**src/rtl/pipeline_ctrl_pkg.sv**
```systemverilog
// Shared types and constants for the pipeline hazard/sequencing controller.
package pipeline_ctrl_pkg;

   localparam int unsigned REG_ADDR_W = 5;
   localparam int unsigned FSTATE_W   = 2;
   localparam int unsigned MSTATE_W   = 2;

   typedef logic [REG_ADDR_W-1:0] creg_addr_t;
   typedef logic [FSTATE_W-1:0]   fetch_state_t;
   typedef logic [MSTATE_W-1:0]   mem_state_t;

   localparam logic [FSTATE_W-1:0] F_REQ  = 2'd0;
   localparam logic [FSTATE_W-1:0] F_HOLD = 2'd1;
   localparam logic [FSTATE_W-1:0] F_DROP = 2'd2;

   localparam logic [MSTATE_W-1:0] M_IDLE = 2'd0;
   localparam logic [MSTATE_W-1:0] M_WAIT = 2'd1;
   localparam logic [MSTATE_W-1:0] M_HOLD = 2'd2;

   typedef struct packed {
      logic stall;
      logic flush;
   } stage_ctl_t;

   // True when a source operand is actually read and names the given register.
   function automatic logic src_match(creg_addr_t src, creg_addr_t dst, logic use_src);
      return use_src & (src == dst);
   endfunction

endpackage

```
**src/rtl/pipeline_ctrl_if.sv**
```systemverilog
// Handshake and hazard signals between the pipeline datapath and its controller.
interface pipeline_ctrl_if;
   import pipeline_ctrl_pkg::*;

   logic       i_data_ok;
   logic       i_req;
   logic       f_valid;
   logic       d_memop;
   logic       d_data_ok;
   logic       d_req;
   logic       memreadE;
   creg_addr_t rdE;
   creg_addr_t rs1D;
   creg_addr_t rs2D;
   logic       use_rs1D;
   logic       use_rs2D;
   logic       redirectE;
   logic       pc_sel;
   logic       stallF;
   logic       stallD;
   logic       stallE;
   logic       stallM;
   logic       flushD;
   logic       flushE;
   logic       flushW;

   modport master (
      input  i_data_ok, d_memop, d_data_ok, memreadE, rdE, rs1D, rs2D,
             use_rs1D, use_rs2D, redirectE,
      output i_req, f_valid, d_req, pc_sel, stallF, stallD, stallE, stallM,
             flushD, flushE, flushW
   );

   modport slave (
      output i_data_ok, d_memop, d_data_ok, memreadE, rdE, rs1D, rs2D,
             use_rs1D, use_rs2D, redirectE,
      input  i_req, f_valid, d_req, pc_sel, stallF, stallD, stallE, stallM,
             flushD, flushE, flushW
   );

endinterface

```
**src/rtl/pipeline_ctrl_hazard_detect.sv**
```systemverilog
// Load-use interlock detection between the E-stage load and D-stage sources.
module pipeline_ctrl_hazard_detect
   import pipeline_ctrl_pkg::*;
(
   input  logic       memread_e,
   input  creg_addr_t rd_e,
   input  creg_addr_t rs1_d,
   input  creg_addr_t rs2_d,
   input  logic       use_rs1_d,
   input  logic       use_rs2_d,
   output logic       lu_c
);

   // x0 is hardwired zero, so a load targeting it never creates a dependency.
   assign lu_c = memread_e & (rd_e != '0)
               & (src_match(rs1_d, rd_e, use_rs1_d) | src_match(rs2_d, rd_e, use_rs2_d));

endmodule

```
**src/rtl/pipeline_ctrl.sv**
```systemverilog
// Hazard and sequencing controller for the 5-stage pipeline: owns ibus/dbus
// handshakes and produces per-stage stall/flush plus redirect select.
module pipeline_ctrl
   import pipeline_ctrl_pkg::*;
(
   input  logic            clk,
   input  logic            reset,
   pipeline_ctrl_if.master bus
);

   fetch_state_t fstate;
   fetch_state_t fstate_nxt;
   mem_state_t   mstate;
   mem_state_t   mstate_nxt;

   logic       lu_c;
   logic       d_req_c;
   logic       fetch_busy_c;
   logic       mem_busy_c;
   logic       frz_c;
   logic       redir_c;
   logic       i_req_c;
   logic       f_valid_c;
   logic       pc_sel_c;
   logic       stall_f_c;
   logic       stall_m_c;
   logic       flush_w_c;
   stage_ctl_t ctl_d_c;
   stage_ctl_t ctl_e_c;

   pipeline_ctrl_hazard_detect u_hazard (
      .memread_e (bus.memreadE),
      .rd_e      (bus.rdE),
      .rs1_d     (bus.rs1D),
      .rs2_d     (bus.rs2D),
      .use_rs1_d (bus.use_rs1D),
      .use_rs2_d (bus.use_rs2D),
      .lu_c      (lu_c)
   );

   always_ff @(posedge clk) begin
      if (reset) begin
         fstate <= F_REQ;
         mstate <= M_IDLE;
      end else begin
         fstate <= fstate_nxt;
         mstate <= mstate_nxt;
      end
   end

   // A completed dbus access parked in M_HOLD must not be requested again.
   assign d_req_c      = (mstate == M_WAIT) | ((mstate == M_IDLE) & bus.d_memop);
   assign fetch_busy_c = ((fstate == F_REQ) & ~bus.i_data_ok) | (fstate == F_DROP);
   assign mem_busy_c   = d_req_c & ~bus.d_data_ok;
   assign frz_c        = fetch_busy_c | mem_busy_c;
   assign redir_c      = bus.redirectE & ~mem_busy_c;

   always_comb begin
      fstate_nxt = fstate;
      mstate_nxt = mstate;
      i_req_c    = 1'b0;
      f_valid_c  = 1'b0;
      pc_sel_c   = 1'b0;
      stall_f_c  = 1'b0;
      stall_m_c  = 1'b0;
      flush_w_c  = 1'b0;
      ctl_d_c    = '0;
      ctl_e_c    = '0;

      case (fstate)
         F_REQ: begin
            i_req_c = 1'b1;
            if (bus.i_data_ok) begin
               if (frz_c) fstate_nxt = F_HOLD;
               else       f_valid_c  = 1'b1;
            end else if (redir_c) begin
               fstate_nxt = F_DROP;
            end
         end
         F_HOLD: begin
            if (redir_c) begin
               fstate_nxt = F_REQ;
            end else if (!frz_c) begin
               f_valid_c  = 1'b1;
               fstate_nxt = F_REQ;
            end
         end
         F_DROP: begin
            i_req_c = 1'b1;
            if (bus.i_data_ok) fstate_nxt = F_REQ;
         end
         default: fstate_nxt = F_REQ;
      endcase

      case (mstate)
         M_IDLE: begin
            if (bus.d_memop) begin
               if (!bus.d_data_ok)   mstate_nxt = M_WAIT;
               else if (fetch_busy_c) mstate_nxt = M_HOLD;
            end
         end
         M_WAIT: begin
            if (bus.d_data_ok) mstate_nxt = fetch_busy_c ? M_HOLD : M_IDLE;
         end
         M_HOLD: begin
            if (!fetch_busy_c) mstate_nxt = M_IDLE;
         end
         default: mstate_nxt = M_IDLE;
      endcase

      // Hazard priority: dbus wait, redirect, ibus wait, load-use.
      if (mem_busy_c || (!redir_c && fetch_busy_c)) begin
         stall_f_c     = 1'b1;
         ctl_d_c.stall = 1'b1;
         ctl_e_c.stall = 1'b1;
         stall_m_c     = 1'b1;
         flush_w_c     = 1'b1;
      end else if (redir_c) begin
         pc_sel_c      = 1'b1;
         ctl_d_c.flush = 1'b1;
         ctl_e_c.flush = 1'b1;
      end else if (lu_c) begin
         stall_f_c     = 1'b1;
         ctl_d_c.stall = 1'b1;
         ctl_e_c.flush = 1'b1;
      end
   end

   assign bus.i_req   = i_req_c       & ~reset;
   assign bus.f_valid = f_valid_c     & ~reset;
   assign bus.d_req   = d_req_c       & ~reset;
   assign bus.pc_sel  = pc_sel_c      & ~reset;
   assign bus.stallF  = stall_f_c     & ~reset;
   assign bus.stallD  = ctl_d_c.stall & ~reset;
   assign bus.stallE  = ctl_e_c.stall & ~reset;
   assign bus.stallM  = stall_m_c     & ~reset;
   assign bus.flushD  = ctl_d_c.flush & ~reset;
   assign bus.flushE  = ctl_e_c.flush & ~reset;
   assign bus.flushW  = flush_w_c     & ~reset;

endmodule

```
**src/flat_wrapper.sv**
```systemverilog
// flat-port wrapper written by rule: the top's interface ports become plain ports
module pipeline_ctrl_flat import pipeline_ctrl_pkg::*;
  (clk, reset, bus_i_data_ok, bus_d_memop, bus_d_data_ok, bus_memreadE, bus_rdE, bus_rs1D, bus_rs2D, bus_use_rs1D, bus_use_rs2D, bus_redirectE, bus_i_req, bus_f_valid, bus_d_req, bus_pc_sel, bus_stallF, bus_stallD, bus_stallE, bus_stallM, bus_flushD, bus_flushE, bus_flushW);
  pipeline_ctrl_if bus_i ();
  input  logic clk;
  input  logic reset;
  input wire logic [$bits(bus_i.i_data_ok)-1:0] bus_i_data_ok;
  input wire logic [$bits(bus_i.d_memop)-1:0] bus_d_memop;
  input wire logic [$bits(bus_i.d_data_ok)-1:0] bus_d_data_ok;
  input wire logic [$bits(bus_i.memreadE)-1:0] bus_memreadE;
  input wire logic [$bits(bus_i.rdE)-1:0] bus_rdE;
  input wire logic [$bits(bus_i.rs1D)-1:0] bus_rs1D;
  input wire logic [$bits(bus_i.rs2D)-1:0] bus_rs2D;
  input wire logic [$bits(bus_i.use_rs1D)-1:0] bus_use_rs1D;
  input wire logic [$bits(bus_i.use_rs2D)-1:0] bus_use_rs2D;
  input wire logic [$bits(bus_i.redirectE)-1:0] bus_redirectE;
  output wire logic [$bits(bus_i.i_req)-1:0] bus_i_req;
  output wire logic [$bits(bus_i.f_valid)-1:0] bus_f_valid;
  output wire logic [$bits(bus_i.d_req)-1:0] bus_d_req;
  output wire logic [$bits(bus_i.pc_sel)-1:0] bus_pc_sel;
  output wire logic [$bits(bus_i.stallF)-1:0] bus_stallF;
  output wire logic [$bits(bus_i.stallD)-1:0] bus_stallD;
  output wire logic [$bits(bus_i.stallE)-1:0] bus_stallE;
  output wire logic [$bits(bus_i.stallM)-1:0] bus_stallM;
  output wire logic [$bits(bus_i.flushD)-1:0] bus_flushD;
  output wire logic [$bits(bus_i.flushE)-1:0] bus_flushE;
  output wire logic [$bits(bus_i.flushW)-1:0] bus_flushW;
  assign bus_i.i_data_ok = bus_i_data_ok;
  assign bus_i.d_memop = bus_d_memop;
  assign bus_i.d_data_ok = bus_d_data_ok;
  assign bus_i.memreadE = bus_memreadE;
  assign bus_i.rdE = bus_rdE;
  assign bus_i.rs1D = bus_rs1D;
  assign bus_i.rs2D = bus_rs2D;
  assign bus_i.use_rs1D = bus_use_rs1D;
  assign bus_i.use_rs2D = bus_use_rs2D;
  assign bus_i.redirectE = bus_redirectE;
  assign bus_i_req = bus_i.i_req;
  assign bus_f_valid = bus_i.f_valid;
  assign bus_d_req = bus_i.d_req;
  assign bus_pc_sel = bus_i.pc_sel;
  assign bus_stallF = bus_i.stallF;
  assign bus_stallD = bus_i.stallD;
  assign bus_stallE = bus_i.stallE;
  assign bus_stallM = bus_i.stallM;
  assign bus_flushD = bus_i.flushD;
  assign bus_flushE = bus_i.flushE;
  assign bus_flushW = bus_i.flushW;
  pipeline_ctrl u_core (.clk(clk), .reset(reset), .bus(bus_i));
endmodule
```
**config.mk**
```make
export PLATFORM = sky130hd
export DESIGN_NAME = pipeline_ctrl_flat
export DESIGN_NICKNAME = d
export VERILOG_FILES = /design/src/rtl/pipeline_ctrl_pkg.sv /design/src/rtl/pipeline_ctrl_if.sv /design/src/rtl/pipeline_ctrl_hazard_detect.sv /design/src/rtl/pipeline_ctrl.sv /design/src/flat_wrapper.sv
export SDC_FILE = /design/constraint.sdc
export NUM_CORES = 1
export LEC_CHECK = 0
export ABC_AREA = 0
export BUFFER_PORTS_ARGS = -buffer_cell sky130_fd_sc_hd__buf_2
export CORE_MARGIN = 2
export CORE_UTILIZATION = 32
export CTS_BUF_LIST = sky130_fd_sc_hd__clkbuf_4 sky130_fd_sc_hd__clkbuf_8
export DETAILED_ROUTE_END_ITERATION = 8
export PLACE_DENSITY_LB_ADDON = 0.12
export SYNTH_ARGS = -nofsm -noshare
export SYNTH_HDL_FRONTEND = slang
export SYNTH_HIERARCHICAL = 1
export SYNTH_SLANG_ARGS = --single-unit
```
**constraint.sdc**
```tcl
create_clock -name clk -period 1.3 [get_ports clk]
set_input_delay 0.065 -clock clk [delete_from_list [all_inputs] [get_ports clk]]
set_output_delay 0.065 -clock clk [all_outputs]
set_load 0.01 [all_outputs]
```
==> flow_summary_export.csv <==
group,metric,value,unit
min_path,hold_class,"input port to flop",
detailed_routing,vias,516,
global_routing,met2_usage,27.0,%
global_routing,grt_pass1_vias,424,
pwr,internal_power,348,µW
pwr,switching_share,30.9,%
synthesis,ys_ff_latch,4,
layout,synthToLayoutAreaGrowth,76.0,%
clock_network,cts_sinks,4,
worst_setup_path,cp_slowest_cell,"or4_4",
worst_setup_path,crit_chain,"or4_4 > o31ai_2 > buf_2",
placed_design,io_buffers,34,
placed_design,hpwl,908,µm
die,die-area,0.00164,mm²
sta,min_period,1.42,ns
layout,layout.nets,116,
global_routing,grt_overflow,0,
detailed_routing,drt-total-wl,1.10,mm
synthesis,synth_edf_count,0,
pwr,irDropWorstVdd,0.513,mV
sta,fin_skew,0.000968,ns
pwr,power.density,671,mW/mm²
pwr,p_leak,0.338,nW
die,core-area,0.00127,mm²
synthesis,async_flop_share,0,%
placed_design,gp_congestion,0.658,
pwr,power_frac_seq,27.0,%
detailed_routing,antenna_left,0,
sta,rsz0062_at_grt,"true",
clock_network,path_clk_slew,0.03,ns
clock_network,cts_tree,"done",
run_status,failed_checks,"setup timing",
clock_network,insertion_delay,0.23,ns
worst_setup_path,crit_required,1.24,ns
pwr,p_comb_share,43.5,%
synthesis,syn_area,427,µm²
die,placementRows,13,
synthesis,synth_fp_nets,77,
sta,timing.fmax,0.703,GHz
sta,slew_headroom,80.2,%
synthesis,ys_warn_count,6,
clock_network,cts_max_level,1,
die,start_util,33.6,%
global_routing,gr-usage-met1,16.4,%
sta,tns,-0.432,ns
synthesis,synth_top_flop_cell,"dfxtp_1",
global_routing,grt_max_degree,10,
sta,finalCritPeriodShare,109,%
pwr,p_clk_share,29.5,%
sta,drv_slew,0,
pwr,p_total,504,µW
detailed_routing,post_drt_wl_per_cell,10.5,µm
detailed_routing,routed_via_density,4.91,
layout,drive_above_1_share,66.7,%
worst_setup_path,crit_family,"simple AND/OR/NAND/NOR gates",
sta,worstMarginPinSlew,0.294,ns
worst_setup_path,cp-end-kind,"output port",
worst_setup_path,cp_slowest_stage_delay,0.52,ns
synthesis,synth_cells,53,
die,pin_count,35,
synthesis,synth.distinct_cells,25,
layout,num_antenna_cells,0,
global_routing,grt_pass1_wl,1.58,mm
die,die_h,40.5,µm
worst_setup_path,arrival,1.36,ns
detailed_routing,route.detailed.drc,0,
sta,holdWs,0.0505,ns
clock_network,root_buffer,"clkbuf_4",
placed_design,place_ws,-0.254,ns
detailed_routing,first_pass_iters,2,
clock_network,clock_path_buffers,2,
clock_network,cts_made_buffers,3,
sta,setup_viol,7,
worst_setup_path,crit_type,"flop to output port",
run_status,run_status,"finished with violations",
global_routing,grt_use_met3,0,%
synthesis,seq_area_frac_synth,18.8,%
job,maxCapViolCount,0,
layout,layout_common_cells,"buf_2 (28), xor2_1 (7), buf_6 (6)",
worst_setup_path,worstSetupStartpointType,"flop",
synthesis,avgSynthCellArea,8.05,µm²
sta,hold_viol_final,0,
layout,fin_util,59.2,%
global_routing,grt_util_all_layers,14.4,%
global_routing,grt.busiest_layer,"met2",
detailed_routing,drt_iter0_drc,5,
pwr,switching_power,156,µW
worst_setup_path,critical_path.max_fanout,6,
layout,final_common_cell,"buf_2",
global_routing,antenna_found_initial,0,
worst_setup_path,cp_num_buf_inv,1,
sta,final.setup.worst_slack,-0.122,ns
clock_network,ctsHoldBuffers,0,
die,fp.dieW,40.5,µm
[kinds of logic after synthesis]
group	after synthesis	synth area share, %
xor gates and xnor gates	10	20.5
muxes	1	2.64
buffers and inverters	9	13.2
DFF	4	18.8
AOI/OAI and AO/OA	12	19.4
and+or+nand+nor	17	25.5
[synth_stat cells (2+ instances only)]
| master | count | share of area, % |
|---|---|---|
| xnor2_1 | 2 | 4.1 |
| buf_4 | 4 | 7.0 |
| inv_1 | 4 | 3.5 |
| dfxtp_1 | 4 | 19 |
| nor3_1 | 3 | 3.5 |
| nor2_2 | 2 | 2.9 |
| a21oi_1 | 3 | 3.5 |
| nand3_1 | 3 | 3.5 |
| xor2_1 | 8 | 16 |
| o21ai_1 | 2 | 2.3 |
| o31ai_1 | 2 | 3.5 |
| nor4_1 | 2 | 2.9 |
| o21ai_0 | 2 | 2.3 |
[power by group through the flow]
stage / clock [mW] / sequential [mW] / combinational (mW)
finish: 0.149 / 0.136 / 0.219
global route: 0.159 / 0.137 / 0.242
CTS: 0.157 / 0.135 / 0.198
detailed placement: 0 / 0.136 / 0.176
global placement: 0 / 0.136 / 0.176
floorplan: 0 / 0.136 / 0.102
[layout make-up]
type                    count  area, µm²
repair buffers             39        253
multi-input cells          40        359
well taps                  15       18.8
inverters                   4       15.0
clock buffers               3       22.5
fillers                   138        518
flip-flops and latches      4       82.6
[metrics by stage]
step / instances / instance area [µm²]
after CTS: 105 / 693
after global routing: 105 / 751
final: 105 / 751
after global placement: 101 / 609
after floorplan: 53 / 432
after detailed placement: 101 / 609
[layer usage]
metal | vias to the layer above | wire (µm)
met4 | 0 | 21
met1 | 230 | 410
met5 | - | 0
met2 | 18 | 590
li1 | 266 | -
met3 | 2 | 77
[state kept, by name, indices dropped and copies added (netlist names)]
register       flops
u_core/mstate      2
u_core/fstate      2
[path summary, 6_finish.rpt]
| check | startpoint | to | slack (ns) | cells after the start |
|---|---|---|---|---|
| worst max-delay path | u_core/mstate[1]$_SDFFE_PP0P_ | bus_stallD | -0.12 | 3 |
| worst max register to register | u_core/mstate[1]$_SDFFE_PP0P_ | u_core/fstate[0]$_SDFFE_PP0P_ | 0.26 | 2 |
| worst min-delay path | bus_i_data_ok | u_core/fstate[1]$_SDFFE_PP0P_ | 0.05 | 2 |
| worst min register to register | u_core/fstate[1]$_SDFFE_PP0P_ | u_core/fstate[1]$_SDFFE_PP0P_ | 0.50 | 2 |
[timing repair]
action / in CTS / in global routing
setup endpoints to repair: 7 / 9
gates cloned: 0 / 0
resized for setup: 14 / 10
pin swaps: 12 / 4
buffers inserted: 1 / 0
Note: power is estimated with default switching activity, not from simulation.
